<file path="config.mk">
export PLATFORM = sky130hd
export DESIGN_NAME = bus_owner_arbiter
export DESIGN_NICKNAME = d
export VERILOG_FILES = /design/src/rtl/bus_owner_arbiter.sv
export SDC_FILE = /design/constraint.sdc
export NUM_CORES = 1
export LEC_CHECK = 0
export CAP_MARGIN = 20
export CORE_ASPECT_RATIO = 0.75
export CORE_UTILIZATION = 60
export DETAILED_ROUTE_END_ITERATION = 8
export GPL_TIMING_DRIVEN = 1
export PLACE_DENSITY_LB_ADDON = 0.05
export SYNTH_ARGS = -nofsm -noshare
export SYNTH_HDL_FRONTEND = slang
export SYNTH_SLANG_ARGS = --single-unit
</file>
<file path="constraint.sdc">
create_clock -name clk -period 11.75 [get_ports clk]
set_clock_uncertainty 0.1 [all_clocks]
set_input_delay 1.175 -clock clk [delete_from_list [all_inputs] [get_ports clk]]
set_output_delay 1.175 -clock clk [all_outputs]
set_load 0.005 [all_outputs]
</file>
<file path="src/rtl/bus_owner_arbiter.sv">
// Round-robin owner of the shared 32-bit tri-state result bus.
//
// The bus is built from N groups of 74x244 buffers, one group per source,
// each with an active-low group enable. This block grants the bus to one
// requester at a time and drives those enables. A one-cycle all-off gap is
// always inserted between two owners (break-before-make), so two sources
// are never enabled together.
//
// Ports:
//   clk    system clock, rising edge
//   rst    synchronous reset, active-high
//   req    per-source level request, held for the whole transfer
//   g      active-low buffer enables, g[i] = 0 means source i drives the bus
//   gnt    active-high one-hot grant, always ~g
//   busy   bus currently owned
//   owner  index of the current owner, 0 when not busy
//
// All outputs are registered.
module bus_owner_arbiter #(
  parameter int unsigned N        = 8,
  parameter int unsigned MAX_HOLD = 16,
  parameter int unsigned IW       = $clog2(N)
) (
  input  logic          clk,
  input  logic          rst,
  input  logic [N-1:0]  req,
  output logic [N-1:0]  g,
  output logic [N-1:0]  gnt,
  output logic          busy,
  output logic [IW-1:0] owner
);

  // Tenure counter must be able to hold MAX_HOLD itself (it saturates there).
  localparam int unsigned TW = (MAX_HOLD > 0) ? $clog2(MAX_HOLD + 1) : 1;
  localparam logic [TW-1:0] HoldMax  = TW'(MAX_HOLD);
  localparam logic [TW-1:0] HoldLast = (MAX_HOLD > 0) ? TW'(MAX_HOLD - 1) : '0;
  localparam logic [IW-1:0] LastIdx  = IW'(N - 1);

  typedef enum logic [1:0] {
    StIdle,
    StGrant,
    StTurn
  } state_e;

  state_e          state_q;
  logic [IW-1:0]   ptr_q;
  logic [TW-1:0]   tenure_q;
  logic [N-1:0]    gnt_q;
  logic [N-1:0]    g_q;
  logic            busy_q;
  logic [IW-1:0]   owner_q;

  // Rotating-priority search starting at ptr_q.
  logic            any_req;
  logic [IW-1:0]   winner;
  logic [N-1:0]    winner_oh;

  always_comb begin
    logic [IW-1:0] idx;
    idx       = '0;
    any_req   = 1'b0;
    winner    = '0;
    for (int unsigned k = 0; k < N; k++) begin
      idx = IW'((32'(ptr_q) + k) % N);
      if (!any_req && req[idx]) begin
        any_req = 1'b1;
        winner  = idx;
      end
    end
    winner_oh         = '0;
    winner_oh[winner] = any_req;
  end

  logic          owner_req;
  logic          other_req;
  logic          release_bus;
  logic          preempt;
  logic [IW-1:0] next_ptr;

  always_comb begin
    owner_req   = |(req & gnt_q);
    other_req   = |(req & ~gnt_q);
    release_bus = !owner_req;
    // Threshold compare (not equality) so a waiter arriving after the counter
    // has saturated still forces a hand-off instead of starving.
    preempt     = (MAX_HOLD != 0) && (tenure_q >= HoldLast) && other_req;
    // Owner just served drops to lowest priority.
    next_ptr    = (owner_q == LastIdx) ? '0 : owner_q + 1'b1;
  end

  always_ff @(posedge clk) begin
    if (rst) begin
      state_q  <= StIdle;
      ptr_q    <= '0;
      tenure_q <= '0;
      gnt_q    <= '0;
      g_q      <= '1;
      busy_q   <= 1'b0;
      owner_q  <= '0;
    end else begin
      case (state_q)
        // IDLE and TURN arbitrate identically; TURN only exists so that a
        // hand-off always spends one cycle with every enable off.
        StIdle, StTurn: begin
          if (any_req) begin
            state_q  <= StGrant;
            gnt_q    <= winner_oh;
            g_q      <= ~winner_oh;
            busy_q   <= 1'b1;
            owner_q  <= winner;
            tenure_q <= '0;
          end else begin
            state_q  <= StIdle;
          end
        end
        StGrant: begin
          if (release_bus || preempt) begin
            state_q  <= StTurn;
            gnt_q    <= '0;
            g_q      <= '1;
            busy_q   <= 1'b0;
            owner_q  <= '0;
            ptr_q    <= next_ptr;
            tenure_q <= '0;
          end else if (tenure_q != HoldMax) begin
            tenure_q <= tenure_q + 1'b1;
          end
        end
        default: begin
          state_q <= StIdle;
          gnt_q   <= '0;
          g_q     <= '1;
          busy_q  <= 1'b0;
          owner_q <= '0;
        end
      endcase
    end
  end

  assign g     = g_q;
  assign gnt   = gnt_q;
  assign busy  = busy_q;
  assign owner = owner_q;

endmodule
</file>
# After elaboration in Yosys (flattened, before gate mapping)
# Index checks and enable logic that the tools add are counted.
[totals]
ff_bits = 30
in_bits = 10
output_inout_bits = 20
wordCells = 119
[classes]
addsub = 9
n_lt_le_gt_ge = 11
eq_ne = 7
muxes = 54
n_bitwise = 5
n_reduce_logical = 26
[ops]
columns = ["operator", "count"]
rows = [
  ["less-than comparator 3 x 4 -> 1 bit, second input constant", 9],
  ["2-to-1 mux 3 bit", 11],
  ["2-to-1 mux 8 bit", 4],
  ["one-hot mux 8 bit (2 select lines)", 2],
  ["bitwise AND 8 bit", 3],
  ["binary-select mux 1 bit (select 3 bit)", 8],
  ["2-to-1 mux 1 bit", 20],
  ["NOT 8 bit", 2],
  ["OR reduction 8 bit", 2],
  ["2-to-1 mux 5 bit", 3],
  ["adder 3 bit, second input constant", 4],
  ["one-hot mux 5 bit (2 select lines)", 1],
  ["logical AND 1 bit", 9],
  ["logical NOT 1 bit", 8],
  ["adder 3 x 1 -> 3 bit, second input constant", 2],
  ["adder 3 x 2 -> 3 bit, second input constant", 2],
  ["one-hot mux 3 bit (2 select lines)", 1],
  ["adder 5 x 1 -> 5 bit, second input constant", 1],
  ["greater-or-equal comparator 5 x 4 -> 1 bit, second input constant", 1],
  ["!= test 5 bit, second input constant", 1],
  ["!= test 2 bit, second input constant", 2],
  ["one-hot mux 2 bit (2 select lines)", 1],
  ["AND reduction 2 bit", 2],
  ["demux 1 bit (select 3 bit)", 1],
  ["other kinds (12)", 12],
]

# Depth between registers and ports, before layout
# Gate-level depths: netlist (run 1).
[logic_depth]
ltp_word = 32
depth_mapped = 13
mapped_depth_nobuf = 9

# Worst setup path before layout (run 1)
# No wires, ideal clock.
[synth_timing]
path_kind = "reg2reg"
from = "register ptr_q[1]"
to = "register g_q[1] (netlist: g[1])"
arrival_time_ns = 3.642
t_required_ns = 11.528
slack_ns = 7.886
path_stages_with_launch = 14
period_less_slack_ns = 3.864
path_cell_list = "dfxtp_1 > buf_2 > buf_1 > inv_1 > ha_1 > buf_6 > mux2_4 > mux4_2 > o32a_1 > o311ai_2 > o32ai_1 > or2_1 > buf_6 > o32a_1"
[synth_between]
elab_chain_len = 32
elab_cells_between_ends = 64
[synth_rtl]
columns = ["element", "line", "rtl"]
rows = [
  ["start, declared", "46", "logic [IW-1:0] ptr_q;"],
  ["start signal, assigned", "123", "ptr_q <= next_ptr;"],
  ["branches (longest 32 deep; another with adder 3 x 1 -> 3 bit)", "-", ""],
  ["end signal, assigned", "108", "g_q <= ~winner_oh;"],
  ["end, declared", "49", "logic [N-1:0] g_q;"],
]
# Several ways; the timed one is not identified. The select of a mux whose other input is x is not followed.
# A chain may end at the register's enable or synchronous reset.

# Worst setup path after layout (run 1)
[layout_timing]
from = "register ptr_q[1]"
to = "register g_q[5] (netlist: g[5])"
# Same word-level chain as after synthesis.

==> reports/qor.yml, run 1 <==
clocking:
  clk_latency_ns: 0.28
  clock_tree_from_tritoncts: "done"
  htree_num_levels: 2
  post-cts-setup-buffer-count: 0
  numClockSinks: 30
  clkTransAtPathRegs_ns: 0.07
  root_buffer: "sky130_fd_sc_hd__clkbuf_8"
  numCtsBuffers: 5
  ctsResizeCount: 0
  cts-root-to-sink-buffers: 2
  cts-hold-fix-buffers: 0
setup_path:
  critical_path.cell_chain: "inv_1 -> ha_1 -> mux4_1 -> mux2_2 -> o32ai_4 -> a211oi_1 -> o32ai_2 -> nand3_1 -> o32a_1"
  worst_ep_required_time_ns: 11.82
  reg2reg_to: "g[5]"
  crit_path_end_kind: "register"
  cp_max_stage_cell: "sky130_fd_sc_hd__dfxtp_1"
  r2r.worst_path.cells: 9
  cp_max_fo: 17
  timing.setup.critical_path_class: "reg -> reg"
  arrival_ns: 4.63
  cp_num_buf_inv: 1
  reg_to_reg_slack_setup_ns: 7.19
  slowest_delay_ns: 0.77
  worstSetupStartpointType: "register"
  reg2reg_from: "ptr_q[1]"
  timing.critical_path.max_delay_family: "compound AO/OA/AOI/OAI gates"
finish:
  multi_input_area_um2: 1550
  final_cell_count_no_fill: 332
  design.final.nets: 296
  fillerInstances: 292
  insertedDiodeCount: 0
  area_growth_pct: 16.4
  final_layout_size_suffix_gt1_share_pct: 11.8
  regArea_um2: 601
timing:
  slew_headroom_pct: 51.5
  finalSetupViolCount: 0
  final.min_clock_period_ns: 4.56
  post-route-period-util_pct: 38.8
  drv_slew: 0
  hold_viol: 0
  grt_setup_unrepaired: "no"
  fin_tns_setup_ns: 0
  max_slew.worst_pin.slew_ns: 0.727
  clock.fmax_mhz: 219
die:
  die-width_um: 73.7
  pin_count: 30
  die-area_um2: 4110
  floorplan.initialDensity_pct: 62.8
  die-height_um: 55.8
  placementRows: 19
  core_region_area_um2: 3680
drt:
  route.vias.total: 2176
  routed_wirelength_um: 5840
  routedWlPerCell_um: 17.6
  ant_nets: 0
  route.detailed.vias_per_inst: 6.55
  drt_pass1_iterations: 5
  detail_route.iter0.violations: 192
  drc_errors: 0
synth:
  synth_seq_cells: 30
  synth_most_common_cell: "sky130_fd_sc_hd__dfxtp_1"
  synth_top_cell_area_share_pct: 25.9
  syn-cell-area_um2: 2310
  synth_area_leader_cell: "sky130_fd_sc_hd__dfxtp_1"
  yosys.cell_types.count: 59
  postSynth.asyncResetShare_pct: 0
  netlist_top_cells_count: "sky130_fd_sc_hd__dfxtp_1, sky130_fd_sc_hd__inv_1, sky130_fd_sc_hd__a21oi_1, sky130_fd_sc_hd__nor2_1"
  synth_ff_type: "sky130_fd_sc_hd__dfxtp_1"
  avgSynthCellArea_um2: 9.11
  yosysWarnings: 0
  synth_top_cells_by_area: "sky130_fd_sc_hd__dfxtp_1, sky130_fd_sc_hd__mux4_2, sky130_fd_sc_hd__a21oi_1"
  synthesis.instances: 254
  sequential_share_of_the_synthesized_area_pct: 25.9
  post_synth_edffs: 0
  syn-num-nets: 271
global_routing:
  gr-usage-all-layers_pct: 29.6
  largest_net_degree_at_the_start_of_global_routing: 20
  grt_antenna_before_repair: 0
  grt_remaining_overflow: 0
  first_global_vias: 1983
  grt_pass1_wl_um: 9480
hold_path:
  worst_hold_path.endpoint: "g[4]"
  timing.hold.worst_path_depth: 2
  worstHoldStart: "g[4]"
  min-delay-path-class: "reg -> reg"
job:
  max_cap_viol_count: 0
placed_design:
  detailedPlacementHpwl_um: 4170
  globalplace.congestion: 0.911
  placed_cells_incl_taps: 324
  io_buffers: 29
run_status:
  status: "complete, no violations"
power:
  p_per_area_nw_per_um2: 206
  leakage_nw: 0.986
  vdd_ir_drop_max_mv: 0.154
[worst register-to-register path, cell delays in order (launching register included)]
cell and delay [ns]:
sky130_fd_sc_hd__dfxtp_1 0.77, sky130_fd_sc_hd__inv_1 0.27, sky130_fd_sc_hd__ha_1 0.69, sky130_fd_sc_hd__mux4_1 0.73, sky130_fd_sc_hd__mux2_2 0.34, sky130_fd_sc_hd__o32ai_4 0.36, sky130_fd_sc_hd__a211oi_1 0.15, sky130_fd_sc_hd__o32ai_2 0.33
sky130_fd_sc_hd__nand3_1 0.32, sky130_fd_sc_hd__o32a_1 0.38
[state kept, by name, indices dropped and copies added (netlist names)]
name and count:
owner 3, tenure_q 5, state_q 2, busy 1, g 8, ptr_q 3, gnt 8
[metal layers]
metal | GRT usage (%) | part of all wire, % | vias to the layer above
met4 | 8.79 | 2.6 | 0
met5 | 0 | 0 | -
met3 | 5.98 | 5.9 | 16
met2 | 45.3 | 44 | 79
met1 | 42.2 | 47 | 1053
li1 | - | - | 1028
[how the worst max path moves through the flow]
stage	start	to	slack, ns	depth (start not counted)
2_1_floorplan	ptr_q[1]	g[1]	7.89	13
3_5_place_dp	ptr_q[1]	g[1]	7.27	9
3_3_place_gp	req[7]	g[5]	7.37	8
4_1_cts	ptr_q[1]	g[5]	7.27	9
6_report	ptr_q[1]	g[5]	7.19	9
5_1_grt	ptr_q[1]	g[5]	6.91	9
[area by class of cell]
type | count | area share [%]
inverter | 24 | 3.34
multi-input combinational | 189 | 57.7
tap | 52 | 2.41
timing repair buffer | 29 | 10.8
sequential | 30 | 22.3
clock inverter | 2 | 0.464
clock buffer | 6 | 3.06
[logic make-up after synthesis]
group,count (synthesis),synth area share [%]
AND/OR/NAND/NOR,72,17.1
AO/OA/AOI/OAI,81,26.8
flip-flops,30,25.9
buffers and inverters,35,6.92
XOR/XNOR,3,1.14
adder cells (fa/ha/maj),7,3.78
multiplexers,26,18.4
[power by group]
| group | internal (mW) | switching (mW) |
|---|---|---|
| Sequential | 0.120 | 0.0238 |
| Combinational | 0.142 | 0.182 |
| Clock | 0.0470 | 0.0404 |
[stage by stage]
stage | total power, mW | area [µm²] | util (%) | setup WS (ns) | hold slack, ns
global route | 0.588 | 2700 | 73.1 | 6.91 | 0.394
CTS | 0.550 | 2700 | 73.1 | 7.27 | 0.355
detailed placement | 0.460 | 2600 | 70.6 | 7.27 | 0.342
global placement | 0.457 | 2600 | 70.6 | 7.37 | 0.334
floorplan | 0.386 | 2310 | - | 7.89 | 0.340
finish | 0.556 | 2700 | 73.1 | 7.19 | 0.355
[cells in the final DEF (no fill, tap or decap), drive strengths merged, types with 6 or more instances in the layout]
cell type,n
mux4,11
o32ai,8
mux2i,8
dfxtp,30
mux2,7
inv,24
o21ai,11
nor2,20
a21oi,20
clkdlybuf4s50,29
ha,7
clkbuf,6
nand2,10
a22oi,9
No activity file was read; power rests on OpenSTA's default activity.
==> inputs of run 2 (changes only) <==
Settings changed: CORE_UTILIZATION 60 to 56.
Clock period 11.75 ns to 4.6 ns, I/O delays scaled along.
==> run 2 against run 1 <==
Against the previous run: combinational power rose to 2.6 times the previous value; clock-buffer cell count decreased by 1; clock power grew to 3.0 times the previous value; critical endpoint is now g[1]; largest cell class unchanged; largest power group unchanged; highest routed layer unchanged.
==> reports/qor.yml, run 2 (synthesis results as in run 1) <==
run_status:
  status: "complete, no violations"
placed_design:
  detailedPlacementHpwl_um: 4290
  globalplace.congestion: 1.01
  io_buffers: 29
  placed_area_um2: 2620
setup_path:
  cp_max_stage_cell: "sky130_fd_sc_hd__mux4_1"
  critical_path.cell_chain: "inv_1 -> ha_1 -> mux4_1 -> mux2_2 -> o32ai_4 -> a211oi_1 -> o32ai_2 -> nand3_1 -> o32a_1"
  setup.worst_path.start: "ptr_q[1]"
  worstSetupStartpointType: "register"
  timing.setup.critical_path_class: "reg -> reg"
  crit_path_end_kind: "register"
  reg_to_reg_slack_setup_ns: 0.69
  reg2reg_to: "g[1]"
  arrival_ns: 3.98
  slowest_delay_ns: 0.72
  reg2reg_from: "ptr_q[1]"
  worst_ep_required_time_ns: 4.67
  r2r.worst_path.cells: 9
  cp_max_fo: 13
hold_path:
  worstHoldStart: "g[6]"
  worst_hold_path.endpoint: "g[6]"
  min-delay-path-class: "reg -> reg"
  timing.hold.worst_path_depth: 2
power:
  vdd_ir_drop_max_mv: 0.375
  leakage_nw: 0.999
  p_per_area_nw_per_um2: 535
timing:
  grt_setup_unrepaired: "no"
  clock.fmax_mhz: 255
  hold_viol: 0
  max_slew.worst_pin.slew_ns: 0.700
  final.min_clock_period_ns: 3.91
  slew_headroom_pct: 53.2
  finalSetupViolCount: 0
  fin_tns_setup_ns: 0
  drv_slew: 0
  post-route-period-util_pct: 85.1
die:
  die-width_um: 76.2
  die-area_um2: 4400
  die-height_um: 57.7
  core_region_area_um2: 3800
  floorplan.initialDensity_pct: 60.9
  placementRows: 19
  pin_count: 30
global_routing:
  grt_remaining_overflow: 0
  first_global_vias: 1984
  largest_net_degree_at_the_start_of_global_routing: 20
  grt_antenna_before_repair: 0
  grt_pass1_wl_um: 9490
  gr-usage-all-layers_pct: 27.4
drt:
  routedWlPerCell_um: 17.3
  route.detailed.vias_per_inst: 6.38
  drc_errors: 0
  drt_pass1_iterations: 5
  detail_route.iter0.violations: 153
  ant_nets: 0
  routed_wirelength_um: 5780
  route.vias.total: 2130
clocking:
  post-cts-setup-buffer-count: 0
  numCtsBuffers: 5
  cts-root-to-sink-buffers: 2
  cts-hold-fix-buffers: 0
  clock_tree_from_tritoncts: "done"
  ctsResizeCount: 0
  root_buffer: "sky130_fd_sc_hd__clkbuf_8"
  clkTransAtPathRegs_ns: 0.07
  numClockSinks: 30
  clk_latency_ns: 0.28
  htree_num_levels: 2
finish:
  commonest_non_fill_non_tap_cells_in_the_layout: "sky130_fd_sc_hd__dfxtp_1, sky130_fd_sc_hd__clkdlybuf4s50_1, sky130_fd_sc_hd__inv_1"
  area_growth_pct: 17.9
  layout_commonest_cell: "sky130_fd_sc_hd__dfxtp_1"
  design.final.nets: 298
  final_layout_size_suffix_gt1_share_pct: 12.4
  finalInstanceArea_um2: 2730
  insertedDiodeCount: 0
job:
  max_cap_viol_count: 0
-- run 2: report_power, final --
group	internal, mW	switching, mW
logic	0.368	0.481
registers	0.307	0.0409
clock network	0.161	0.103
total	0.836	0.625
-- run 2: worst max path at each step --
stage           end
3_5_place_dp   g[1]
2_1_floorplan  g[1]
3_3_place_gp   g[5]
6_report       g[1]
4_1_cts        g[1]
5_1_grt        g[1]
-- run 2: area by class of cell --
| class | instances | area (µm²) |
|---|---|---|
| clock inverters | 3 | 45.0 |
| multi-input cells | 189 | 1550 |
| fillers | 308 | 1070 |
| well taps | 52 | 65.1 |
| clock buffers | 5 | 68.8 |
| inverters | 24 | 90.1 |
| repair buffers | 31 | 305 |
| flip-flops and latches | 30 | 601 |
-- run 2: worst max-delay path, delay by kind of cell (launching register included) --
kind            cells  cell delay (ns)
buf+inv             1             0.10
mux                 2             1.06
simple gates        1             0.31
fa+ha+maj           1             0.64
compound gates      4             1.26
flops               1             0.32
-- run 2: per-stage QoR --
stage	util, %	power (mW)	worst slack [ns]	hold WS [ns]	cells
detailed placement	68.8	1.18	0.726	0.332	326
global placement	68.8	1.18	0.854	0.337	326
CTS	71.7	1.45	0.731	0.348	334
finish	71.7	1.46	0.686	0.346	334
global route	71.7	1.55	0.484	0.368	334
floorplan	-	0.985	0.736	0.340	254
-- run 2: layer usage --
metal	part of all wire, %	vias to the layer above	track usage [%]
li1	-	1031	-
met1	47	993	38.6
met2	43	95	40.7
met3	8.1	11	7.24
met4	1.7	0	10.2
met5	0	-	0
